<file path="config.mk">
export PLATFORM = sky130hd
export DESIGN_NAME = mem_access
export DESIGN_NICKNAME = d
export VERILOG_FILES = /design/src/rtl/mem_access_pkg.sv /design/src/rtl/mem_access_align.sv /design/src/rtl/mem_access.sv
export SDC_FILE = /design/constraint.sdc
export NUM_CORES = 1
export LEC_CHECK = 0
export ABC_CLOCK_PERIOD_IN_PS = 27500
export BUFFER_PORTS_ARGS = -buffer_cell sky130_fd_sc_hd__buf_2
export CELL_PAD_IN_SITES_DETAIL_PLACEMENT = 0
export CELL_PAD_IN_SITES_GLOBAL_PLACEMENT = 1
export CORE_UTILIZATION = 43
export CTS_CLUSTER_SIZE = 25
export DETAILED_ROUTE_END_ITERATION = 8
export MAX_ROUTING_LAYER = met4
export PLACE_DENSITY_LB_ADDON = 0.1
export SYNTH_ARGS = -nofsm -noshare
export SYNTH_HDL_FRONTEND = slang
export SYNTH_SLANG_ARGS = --single-unit
</file>
<file path="constraint.sdc">
create_clock -name clk -period 27.5 [get_ports clk]
set_input_delay 1.375 -clock clk [delete_from_list [all_inputs] [get_ports clk]]
set_output_delay 1.375 -clock clk [all_outputs]
set_load 0.1 [all_outputs]
</file>
<file path="src/rtl/mem_access_pkg.sv">
// Shared types for the memory-access stage: FSM states, exception codes, access sizes.
// The MEM_ACCESS_TRACE_EN macro adds the trace verbosity filter shared with the other stages.
package mem_access_pkg;

    typedef enum logic [1:0] {
        ST_IDLE = 2'd0,
        ST_REQ  = 2'd1,
        ST_RESP = 2'd2
    } state_e;

    localparam logic [1:0] EXC_NONE   = 2'b00;
    localparam logic [1:0] EXC_LD_MIS = 2'b01;
    localparam logic [1:0] EXC_ST_MIS = 2'b10;
    localparam logic [1:0] EXC_TMO    = 2'b11;

    // funct3[1:0] selects the size; funct3[2] selects zero-extension
    localparam logic [1:0] SZ_B = 2'b00;
    localparam logic [1:0] SZ_H = 2'b01;
    localparam logic [1:0] SZ_W = 2'b10;
    localparam logic [1:0] SZ_D = 2'b11;

    function automatic logic [7:0] size_mask(input logic [1:0] sz);
        logic [7:0] m;
        case (sz)
            SZ_B:    m = 8'h01;
            SZ_H:    m = 8'h03;
            SZ_W:    m = 8'h0F;
            default: m = 8'hFF;
        endcase
        return m;
    endfunction

`ifdef MEM_ACCESS_TRACE_EN
    localparam int TRACE_VERBOSITY = 1;

    function automatic bit trace_enabled(input int level);
        return level <= TRACE_VERBOSITY;
    endfunction
`endif

endpackage

</file>
<file path="src/rtl/mem_access_align.sv">
// Combinational lane logic: store strobe/data placement, load extraction with sign/zero
// extension, and natural-alignment check for the selected access size.
module mem_align
    import mem_access_pkg::*;
#(
    parameter int XLEN = 64
) (
    input  logic [XLEN-1:0] addr_i,
    input  logic [2:0]      funct3_i,
    input  logic [XLEN-1:0] wdata_i,
    input  logic [XLEN-1:0] rdata_i,
    output logic [7:0]      wstrb_o,
    output logic [XLEN-1:0] wdata_o,
    output logic [XLEN-1:0] ldata_o,
    output logic            misaligned_o
);

    logic [2:0]      off;
    logic [5:0]      sh;
    logic [XLEN-1:0] shifted;

    assign off     = addr_i[2:0];
    assign sh      = {off, 3'b000};
    assign wstrb_o = size_mask(funct3_i[1:0]) << off;
    assign wdata_o = wdata_i << sh;
    assign shifted = rdata_i >> sh;

    always_comb begin
        ldata_o      = shifted;
        misaligned_o = 1'b0;
        case (funct3_i[1:0])
            SZ_B: begin
                ldata_o = funct3_i[2] ? {{(XLEN-8){1'b0}}, shifted[7:0]}
                                      : {{(XLEN-8){shifted[7]}}, shifted[7:0]};
            end
            SZ_H: begin
                ldata_o      = funct3_i[2] ? {{(XLEN-16){1'b0}}, shifted[15:0]}
                                           : {{(XLEN-16){shifted[15]}}, shifted[15:0]};
                misaligned_o = off[0];
            end
            SZ_W: begin
                ldata_o      = funct3_i[2] ? {{(XLEN-32){1'b0}}, shifted[31:0]}
                                           : {{(XLEN-32){shifted[31]}}, shifted[31:0]};
                misaligned_o = |off[1:0];
            end
            default: begin
                misaligned_o = |off;
            end
        endcase
    end

endmodule

</file>
<file path="src/rtl/mem_access.sv">
// Memory-access stage: one data-bus transaction per load/store, registered writeback packet.
// Define MEM_ACCESS_TRACE_EN to print a trace line on every writeback.
module mem_access
    import mem_access_pkg::*;
#(
    parameter int XLEN      = 64,
    parameter int TIMEOUT_W = 8
) (
    input  logic            clk,
    input  logic            rst,
    input  logic            in_valid,
    input  logic [XLEN-1:0] in_pc,
    input  logic [4:0]      in_rd,
    input  logic [XLEN-1:0] in_result,
    input  logic [XLEN-1:0] in_data2,
    input  logic            in_load_op,
    input  logic            in_store_op,
    input  logic [2:0]      in_funct3,
    output logic            stall,
    output logic            bus_req,
    output logic            bus_we,
    output logic [XLEN-1:0] bus_addr,
    output logic [XLEN-1:0] bus_wdata,
    output logic [7:0]      bus_wstrb,
    input  logic            bus_gnt,
    input  logic            bus_rvalid,
    input  logic [XLEN-1:0] bus_rdata,
    output logic            wb_valid,
    output logic [XLEN-1:0] wb_pc,
    output logic [4:0]      wb_rd,
    output logic [XLEN-1:0] wb_data,
    output logic [1:0]      wb_exc
);

    state_e               state_q, state_d;
    logic [XLEN-1:0]      pc_q, pc_d, addr_q, addr_d, data_q, data_d;
    logic [4:0]           rd_q, rd_d;
    logic [2:0]           funct3_q, funct3_d;
    logic                 store_q, store_d;
    logic [TIMEOUT_W-1:0] tmo_q, tmo_d;
    logic                 wb_valid_q, wb_valid_d;
    logic [XLEN-1:0]      wb_pc_q, wb_pc_d, wb_data_q, wb_data_d;
    logic [4:0]           wb_rd_q, wb_rd_d;
    logic [1:0]           wb_exc_q, wb_exc_d;

    logic            idle, is_mem, start, done, mis;
    logic [XLEN-1:0] al_addr, al_wdata, al_ldata;
    logic [2:0]      al_funct3;
    logic [7:0]      al_wstrb;

    // In IDLE the aligner checks the incoming op; while busy it serves the captured one.
    assign idle      = (state_q == ST_IDLE);
    assign al_addr   = idle ? in_result : addr_q;
    assign al_funct3 = idle ? in_funct3 : funct3_q;
    assign is_mem    = in_load_op | in_store_op;

    mem_align #(.XLEN(XLEN)) u_align (
        .addr_i       (al_addr),
        .funct3_i     (al_funct3),
        .wdata_i      (data_q),
        .rdata_i      (bus_rdata),
        .wstrb_o      (al_wstrb),
        .wdata_o      (al_wdata),
        .ldata_o      (al_ldata),
        .misaligned_o (mis)
    );

    always_comb begin
        state_d    = state_q;
        pc_d       = pc_q;
        rd_d       = rd_q;
        addr_d     = addr_q;
        data_d     = data_q;
        funct3_d   = funct3_q;
        store_d    = store_q;
        tmo_d      = tmo_q;
        wb_valid_d = 1'b0;
        wb_pc_d    = wb_pc_q;
        wb_rd_d    = wb_rd_q;
        wb_data_d  = wb_data_q;
        wb_exc_d   = wb_exc_q;
        start      = 1'b0;
        done       = 1'b0;
        case (state_q)
            ST_IDLE: begin
                if (in_valid) begin
                    if (!is_mem) begin
                        wb_valid_d = 1'b1;
                        wb_pc_d    = in_pc;
                        wb_rd_d    = in_rd;
                        wb_data_d  = in_result;
                        wb_exc_d   = EXC_NONE;
                    end else if (mis) begin
                        wb_valid_d = 1'b1;
                        wb_pc_d    = in_pc;
                        wb_rd_d    = 5'd0;
                        wb_data_d  = in_result;
                        wb_exc_d   = in_store_op ? EXC_ST_MIS : EXC_LD_MIS;
                    end else begin
                        start    = 1'b1;
                        state_d  = ST_REQ;
                        tmo_d    = '0;
                        pc_d     = in_pc;
                        rd_d     = in_rd;
                        addr_d   = in_result;
                        data_d   = in_data2;
                        funct3_d = in_funct3;
                        store_d  = in_store_op;
                    end
                end
            end
            ST_REQ, ST_RESP: begin
                if ((state_q == ST_REQ) && bus_gnt && !store_q && !bus_rvalid) begin
                    state_d = ST_RESP;
                    tmo_d   = '0;
                end else if ((state_q == ST_REQ) ? bus_gnt : bus_rvalid) begin
                    done       = 1'b1;
                    state_d    = ST_IDLE;
                    tmo_d      = '0;
                    wb_valid_d = 1'b1;
                    wb_pc_d    = pc_q;
                    wb_rd_d    = store_q ? 5'd0 : rd_q;
                    wb_data_d  = store_q ? '0 : al_ldata;
                    wb_exc_d   = EXC_NONE;
                end else if (tmo_q == {TIMEOUT_W{1'b1}}) begin
                    done       = 1'b1;
                    state_d    = ST_IDLE;
                    tmo_d      = '0;
                    wb_valid_d = 1'b1;
                    wb_pc_d    = pc_q;
                    wb_rd_d    = 5'd0;
                    wb_data_d  = addr_q;
                    wb_exc_d   = EXC_TMO;
                end else begin
                    tmo_d = tmo_q + 1'b1;
                end
            end
            default: state_d = ST_IDLE;
        endcase
    end

    // Stall drops in the completion cycle so execute can advance as the writeback fires.
    assign stall     = !rst && ((!idle && !done) || start);
    assign bus_req   = (state_q == ST_REQ);
    assign bus_we    = bus_req && store_q;
    assign bus_addr  = bus_req ? {addr_q[XLEN-1:3], 3'b000} : '0;
    assign bus_wdata = bus_req ? al_wdata : '0;
    assign bus_wstrb = bus_req ? al_wstrb : 8'h00;

    assign wb_valid = wb_valid_q;
    assign wb_pc    = wb_pc_q;
    assign wb_rd    = wb_rd_q;
    assign wb_data  = wb_data_q;
    assign wb_exc   = wb_exc_q;

    always_ff @(posedge clk or posedge rst) begin
        if (rst) begin
            state_q    <= ST_IDLE;
            pc_q       <= '0;
            rd_q       <= '0;
            addr_q     <= '0;
            data_q     <= '0;
            funct3_q   <= '0;
            store_q    <= 1'b0;
            tmo_q      <= '0;
            wb_valid_q <= 1'b0;
            wb_pc_q    <= '0;
            wb_rd_q    <= '0;
            wb_data_q  <= '0;
            wb_exc_q   <= '0;
        end else begin
            state_q    <= state_d;
            pc_q       <= pc_d;
            rd_q       <= rd_d;
            addr_q     <= addr_d;
            data_q     <= data_d;
            funct3_q   <= funct3_d;
            store_q    <= store_d;
            tmo_q      <= tmo_d;
            wb_valid_q <= wb_valid_d;
            wb_pc_q    <= wb_pc_d;
            wb_rd_q    <= wb_rd_d;
            wb_data_q  <= wb_data_d;
            wb_exc_q   <= wb_exc_d;
        end
    end

`ifdef MEM_ACCESS_TRACE_EN
    always_ff @(posedge clk) begin
        if (wb_valid_q && trace_enabled(1)) begin
            $display("%0t mem_access pc=%h rd=%0d data=%h addr=%h wstrb=%h exc=%b", $time,
                     wb_pc_q, wb_rd_q, wb_data_q, addr_q,
                     size_mask(funct3_q[1:0]) << addr_q[2:0], wb_exc_q);
        end
    end
`endif

endmodule

</file>
# Word-level counts from Yosys, hierarchy flattened
# Index checks and enable logic that the tools add are counted.
[word_totals]
register_bits = 347
in_bits = 271
out_inout_bits = 275
wordCells = 122
[classes]
reduce_logical = 22
n_addsub = 1
n_mux = 69
eq_ne = 12
bitwise_logic = 2
shifts = 3
[ops]
columns = ["cell", "count"]
rows = [
  ["two-way mux 64 bit", 18],
  ["one-hot mux 64 bit (2 select lines)", 2],
  ["one-hot mux 64 bit (3 select lines)", 1],
  ["left shift 64 x 6 -> 64 bit", 1],
  ["right shift 64 x 6 -> 64 bit", 1],
  ["two-way mux 8 bit", 7],
  ["two-way mux 5 bit", 7],
  ["two-way mux 2 bit", 13],
  ["one-hot mux 8 bit (3 select lines)", 1],
  ["one-hot mux 8 bit (2 select lines)", 1],
  ["two-way mux 1 bit", 12],
  ["AND reduction 4 bit", 3],
  ["one-hot mux 5 bit (2 select lines)", 1],
  ["adder 8 x 1 -> 8 bit, second input constant", 1],
  ["equality test 8 bit, second input constant", 1],
  ["one-hot mux 2 bit (2 select lines)", 2],
  ["left shift 8 x 3 -> 8 bit", 1],
  ["logical AND 1 bit", 6],
  ["two-way mux 3 bit", 2],
  ["inequality test 2 bit, second input constant", 3],
  ["logical NOT 1 bit", 5],
  ["AND reduction 5 bit", 1],
  ["equality test 2 x 1 -> 1 bit, second input constant", 2],
  ["equality test 2 bit, second input constant", 2],
  ["other kinds (13)", 15],
]

# Logic depth before layout (Yosys ltp)
[depth]
depth_word = 10
depth_mapped = 12
depth_no_buf = 8

# Modules after synthesis
# Synthesis repeated with hierarchy kept, for this count alone.
[hier_totals]
hier_cells = 2293
area_unflattened_um2 = 21784.6
[modules_own_cells]
columns = ["module", "area_per_inst_um2", "seq_area_each_um2", "instances", "cells_each"]
rows = [
  ["mem_access", 17407.9, 8683.3, 1, 1676],
  ["mem_align", 4376.7, 0.0, 1, 617],
]

# Least setup slack after synthesis
# Ideal clock, no wire load.
[synth_path]
path_kind = "in2out"
start = "in in_result[1]"
end = "out bus_wdata[56]"
n_path_buf = 3
path_stages = 8
arrival_ns = 5.043
setup_slack_ns = 21.082
path_cell_list = "mux2i_1 buf_2 buf_2 clkbuf_1 nor2_1 a31oi_1 nand2_1 a21boi_0"
[synth_via]
elab_chain_len = 3
[synth_rtl]
columns = ["element", "line_no", "rtl"]
rows = [
  ["start, declared", "mem_access.sv:14", "input logic [XLEN-1:0] in_result,"],
  ["two-way mux 3 bit", "mem_access.sv:53", "assign al_addr = idle ? in_result : addr_q;"],
  ["left shift 64 x 6 -> 64 bit", "mem_access_align.sv:25", "assign wdata_o = wdata_i << sh;"],
  ["two-way mux 64 bit", "mem_access.sv:147", "assign bus_wdata = bus_req ? al_wdata : '0;"],
  ["end, declared", "mem_access.sv:23", "output logic [XLEN-1:0] bus_wdata,"],
]
# No other way between the ends.

# Final worst setup path
[layout_path]
start = "reg state_q[1]"
end = "out bus_wstrb[6]"
[layout_via]
elab_chain_len = 6
word_cells_on_any_way = 10
classes_between = "eq/ne (3); shift (1); mux (4); reduce/logical (2)"
[layout_rtl]
columns = ["element", "line_no", "rtl"]
rows = [
  ["start, declared", "mem_access.sv:35", "state_e state_q, state_d;"],
  ["start signal, assigned", "mem_access.sv:172", "state_q <= state_d;"],
  ["logical NOT 2 bit", "mem_access.sv:52", "assign idle = (state_q == ST_IDLE);"],
  ["two-way mux 3 bit", "mem_access.sv:54", "assign al_funct3 = idle ? in_funct3 : funct3_q;"],
  ["equality test 2 bit, or another cell as far along", "mem_access_pkg.sv:24", "case (sz)"],
  ["one-hot mux 8 bit (3 select lines)", "mem_access_pkg.sv:24", ""],
  ["left shift 8 x 3 -> 8 bit", "mem_access_align.sv:24", "assign wstrb_o = size_mask(funct3_i[1:0]) << off;"],
  ["two-way mux 8 bit (*)", "mem_access.sv:148", "assign bus_wstrb = bus_req ? al_wstrb : 8'h00;"],
  ["end, declared", "mem_access.sv:24", "output logic [7:0] bus_wstrb,"],
]
# Mark *: on every way between the ends. The rest lies on a longest branch, timed or not.

==> results_dict.tcl <==
set metrics [dict create \
    yosysSeqAreaShare_pct 44.3 \
    hold_path_class "reg -> reg" \
    rsz0062_at_grt "no" \
    tns_ns 0 \
    synth-xor-area-share_pct 0 \
    slowest_stage "buf_4" \
    r2r_cells 10 \
    synth_top_family_by_area "multiplexers" \
    grt-ovfl-total 0 \
    path_cells "inv_1 -> ha_4 -> mux2i_4 -> buf_4 -> buf_4 -> nand2_1 -> o21ai_0 -> a221oi_1 -> nor2b_1 -> buf_2" \
    finalSetupViolations 0 \
    synthArstFlopShare_pct 100 \
    drive_gt1_share_pct 36.4 \
    grt_pass1_wl_mm 111 \
    relSlewSlack_pct 19.4 \
    final_max_slew_viol_count 0 \
    cts_tree "yes" \
    syn_to_final_growth_pct 22.5 \
    timing.critical_path.arrival_ns 4.61 \
    run_status "complete, no violations" \
    nets 2728 \
    portBuffers 542 \
    cp-end-kind "primary output" \
    drtAntennaViolNets 0 \
    drtPass1Iterations 5 \
    crit_top_cell "buf_4" \
    fmax_mhz 167 \
    postCtsHoldBufs 0 \
    critical_path_class "reg -> out" \
    clkSinkCount 347 \
    grt.total_usage_pct 32.4 \
    grt_pass1_vias 17500 \
    crit_buf_inv 4 \
    synth_edf_count 0 \
    cts_made_buffers 41 \
    dieWidth_um 216 \
    ys_ff_latch 347 \
    place_hpwl_mm 53.9 \
    synthCells 2007 \
    worst_pin_slew_ns 1.21 \
    period_needed_ns 5.98 \
    h-tree-depth 2 \
    critical_path.max_stage_delay_ns 0.73 \
    grt_max_degree 172 \
    clockBufferDepth 3 \
    synth_compound_area_share_pct 15.8 \
    mostFrequentLayoutCells "buf_2, dfrtp_1, nand2_1" \
    core_um2 44600 \
    synth-simple-area-share_pct 16.1 \
    num_rows 77 \
    synthAdderAreaFrac_pct 0.255 \
    finalWirelength_mm 74.2 \
    avgSynthCellArea_um2 9.77 \
    ys_warn_count 0 \
    muxShareOfSynthArea_pct 19.4 \
    final-seq-area_um2 8680 \
    required_ns 26.12 \
    clk_latency_ns 0.59 \
    layout_commonest_cell "buf_2" \
    root_buffer "clkbuf_16" \
    grt_antenna_before_repair 20 \
    synth_area_um2 19600 \
    drc 0 \
    clk_pin_slew_worst_paths_ns 0.06 \
    cts_resized 0 \
    post_cts_buffers 0 \
    routabilityCongestion 0.988 \
    ios 546 \
    vias 17800 \
    multi_input_area_um2 10200 \
    fin_crit_sh_pct 21.7 \
    avgViaCountPerCell 5.76 \
    ys.flop_type "dfrtp_1" \
    critPathTopFamily "buffers and inverters" \
    cp_max_fo 70 \
    maxCapViolations 0 \
    die_y_um 216 \
    dieArea_um2 46400 \
    start_kind "flip-flop" \
    path_depth 10 \
    drt_iter0_drc 1599 \
    wl_per_cell_um 24.0 \
    fill_cells 4212 \
    finClkSkew_ns 0.0267 \
    synth.distinct_cells 62 \
    start_util_pct 43.9 \
    min_path_cells 2 \
    hold_violations 0 \
]
## kinds of logic (layout without fill, tap and decap cells)
group                      Yosys count  count (layout)
and+or+nand+nor                    672             672
AOI/OAI and AO/OA                  459             459
muxes                              349             349
DFF                                347             347
buffers and inverters              175             651
adders and majority gates            4               4
other                                1              23
## cells in the mapped netlist (4+ instances only)
| cell | count | area, µm² |
|---|---|---|
| a211oi_1 | 20 | 150 |
| a211oi_2 | 10 | 125 |
| a21boi_0 | 9 | 67.6 |
| a21boi_2 | 8 | 90.1 |
| a21oi_1 | 53 | 265 |
| a21oi_2 | 8 | 70.1 |
| a221oi_1 | 16 | 140 |
| a221oi_2 | 5 | 75.1 |
| a22oi_1 | 14 | 105 |
| a2bb2oi_1 | 7 | 61.3 |
| a311oi_1 | 4 | 35.0 |
| a31o_2 | 9 | 78.8 |
| a31oi_1 | 113 | 707 |
| a32oi_1 | 8 | 70.1 |
| and2_1 | 73 | 457 |
| and3_1 | 48 | 300 |
| buf_1 | 20 | 75.1 |
| buf_2 | 26 | 130 |
| buf_4 | 23 | 173 |
| buf_6 | 4 | 45.0 |
| clkbuf_1 | 95 | 357 |
| dfrtp_1 | 347 | 8680 |
| ha_1 | 4 | 50.1 |
| inv_1 | 6 | 22.5 |
| mux2_2 | 215 | 2420 |
| mux2i_1 | 129 | 1290 |
| nand2_1 | 271 | 1020 |
| nand3_1 | 30 | 150 |
| nor2_1 | 137 | 514 |
| nor2b_1 | 73 | 457 |
| nor3_1 | 16 | 80.1 |
| nor3b_1 | 8 | 60.1 |
| o211ai_1 | 6 | 45.0 |
| o21ai_0 | 124 | 621 |
| o22ai_1 | 14 | 87.6 |
| o311a_1 | 8 | 80.1 |
| o31ai_1 | 4 | 30.0 |
| o32ai_1 | 7 | 61.3 |
## metrics by stage
step	util, %	hold slack (ns)	cell area (µm²)	worst slack [ns]	instances
floorplan	-	0.450	19600	16.50	2009
global placement	50.7	0.457	22600	21.80	3002
detailed placement	50.7	0.464	22600	21.70	3002
CTS	53.7	0.478	24000	21.54	3077
global route	53.8	0.506	24000	21.28	3097
finish	53.8	0.472	24000	21.52	3097
## worst paths after layout
path                                  from  slack, ns           end
worst max-delay path            state_q[1]      21.52  bus_wstrb[6]
worst min-delay path              wb_pc[9]       0.47      wb_pc[9]
worst max register to register  state_q[1]      22.27    data_q[20]
worst min register to register    wb_pc[9]       0.47      wb_pc[9]
max in group asynchronous              rst      25.02    data_q[21]
min in group asynchronous              rst       0.97   funct3_q[2]
## metal layers
| layer | global-route usage, % | up-vias | part of all wire (%) |
|---|---|---|---|
| met1 | 43.4 | 8795 | 43 |
| met3 | 7.48 | 120 | 8.1 |
| li1 | - | 8129 | - |
| met5 | - | - | 0 |
| met2 | 48.5 | 793 | 46 |
| met4 | 10.8 | 0 | 2.9 |
## worst register-to-register path, delay by kind of cell (launching register included)
family / cells / cell delay (ns)
buffers and inverters: 5 / 2.75
muxes: 2 / 0.82
AOI/OAI and AO/OA: 1 / 0.41
DFF: 1 / 0.40
adders and majority gates: 1 / 0.39
and+or+nand+nor: 1 / 0.35
## state kept, by name, summed over array words and instances (netlist names), 5 cells and up
signal / count
addr_q: 64
wb_data: 64
wb_pc: 64
rd_q: 5
data_q: 64
wb_rd: 5
tmo_q: 8
pc_q: 64
## final cells by class
type                    instances  area share (%)
inverters                       7           0.141
clock buffers                  64            5.01
clock inverters                11           0.589
well taps                     592            3.08
diodes                         20           0.208
flip-flops and latches        347            36.2
multi-input cells            1487            42.6
repair buffers                569            12.2
Power is not shown: default switching activity piles up to over one toggle a cycle in this logic, so the estimate is an artifact.
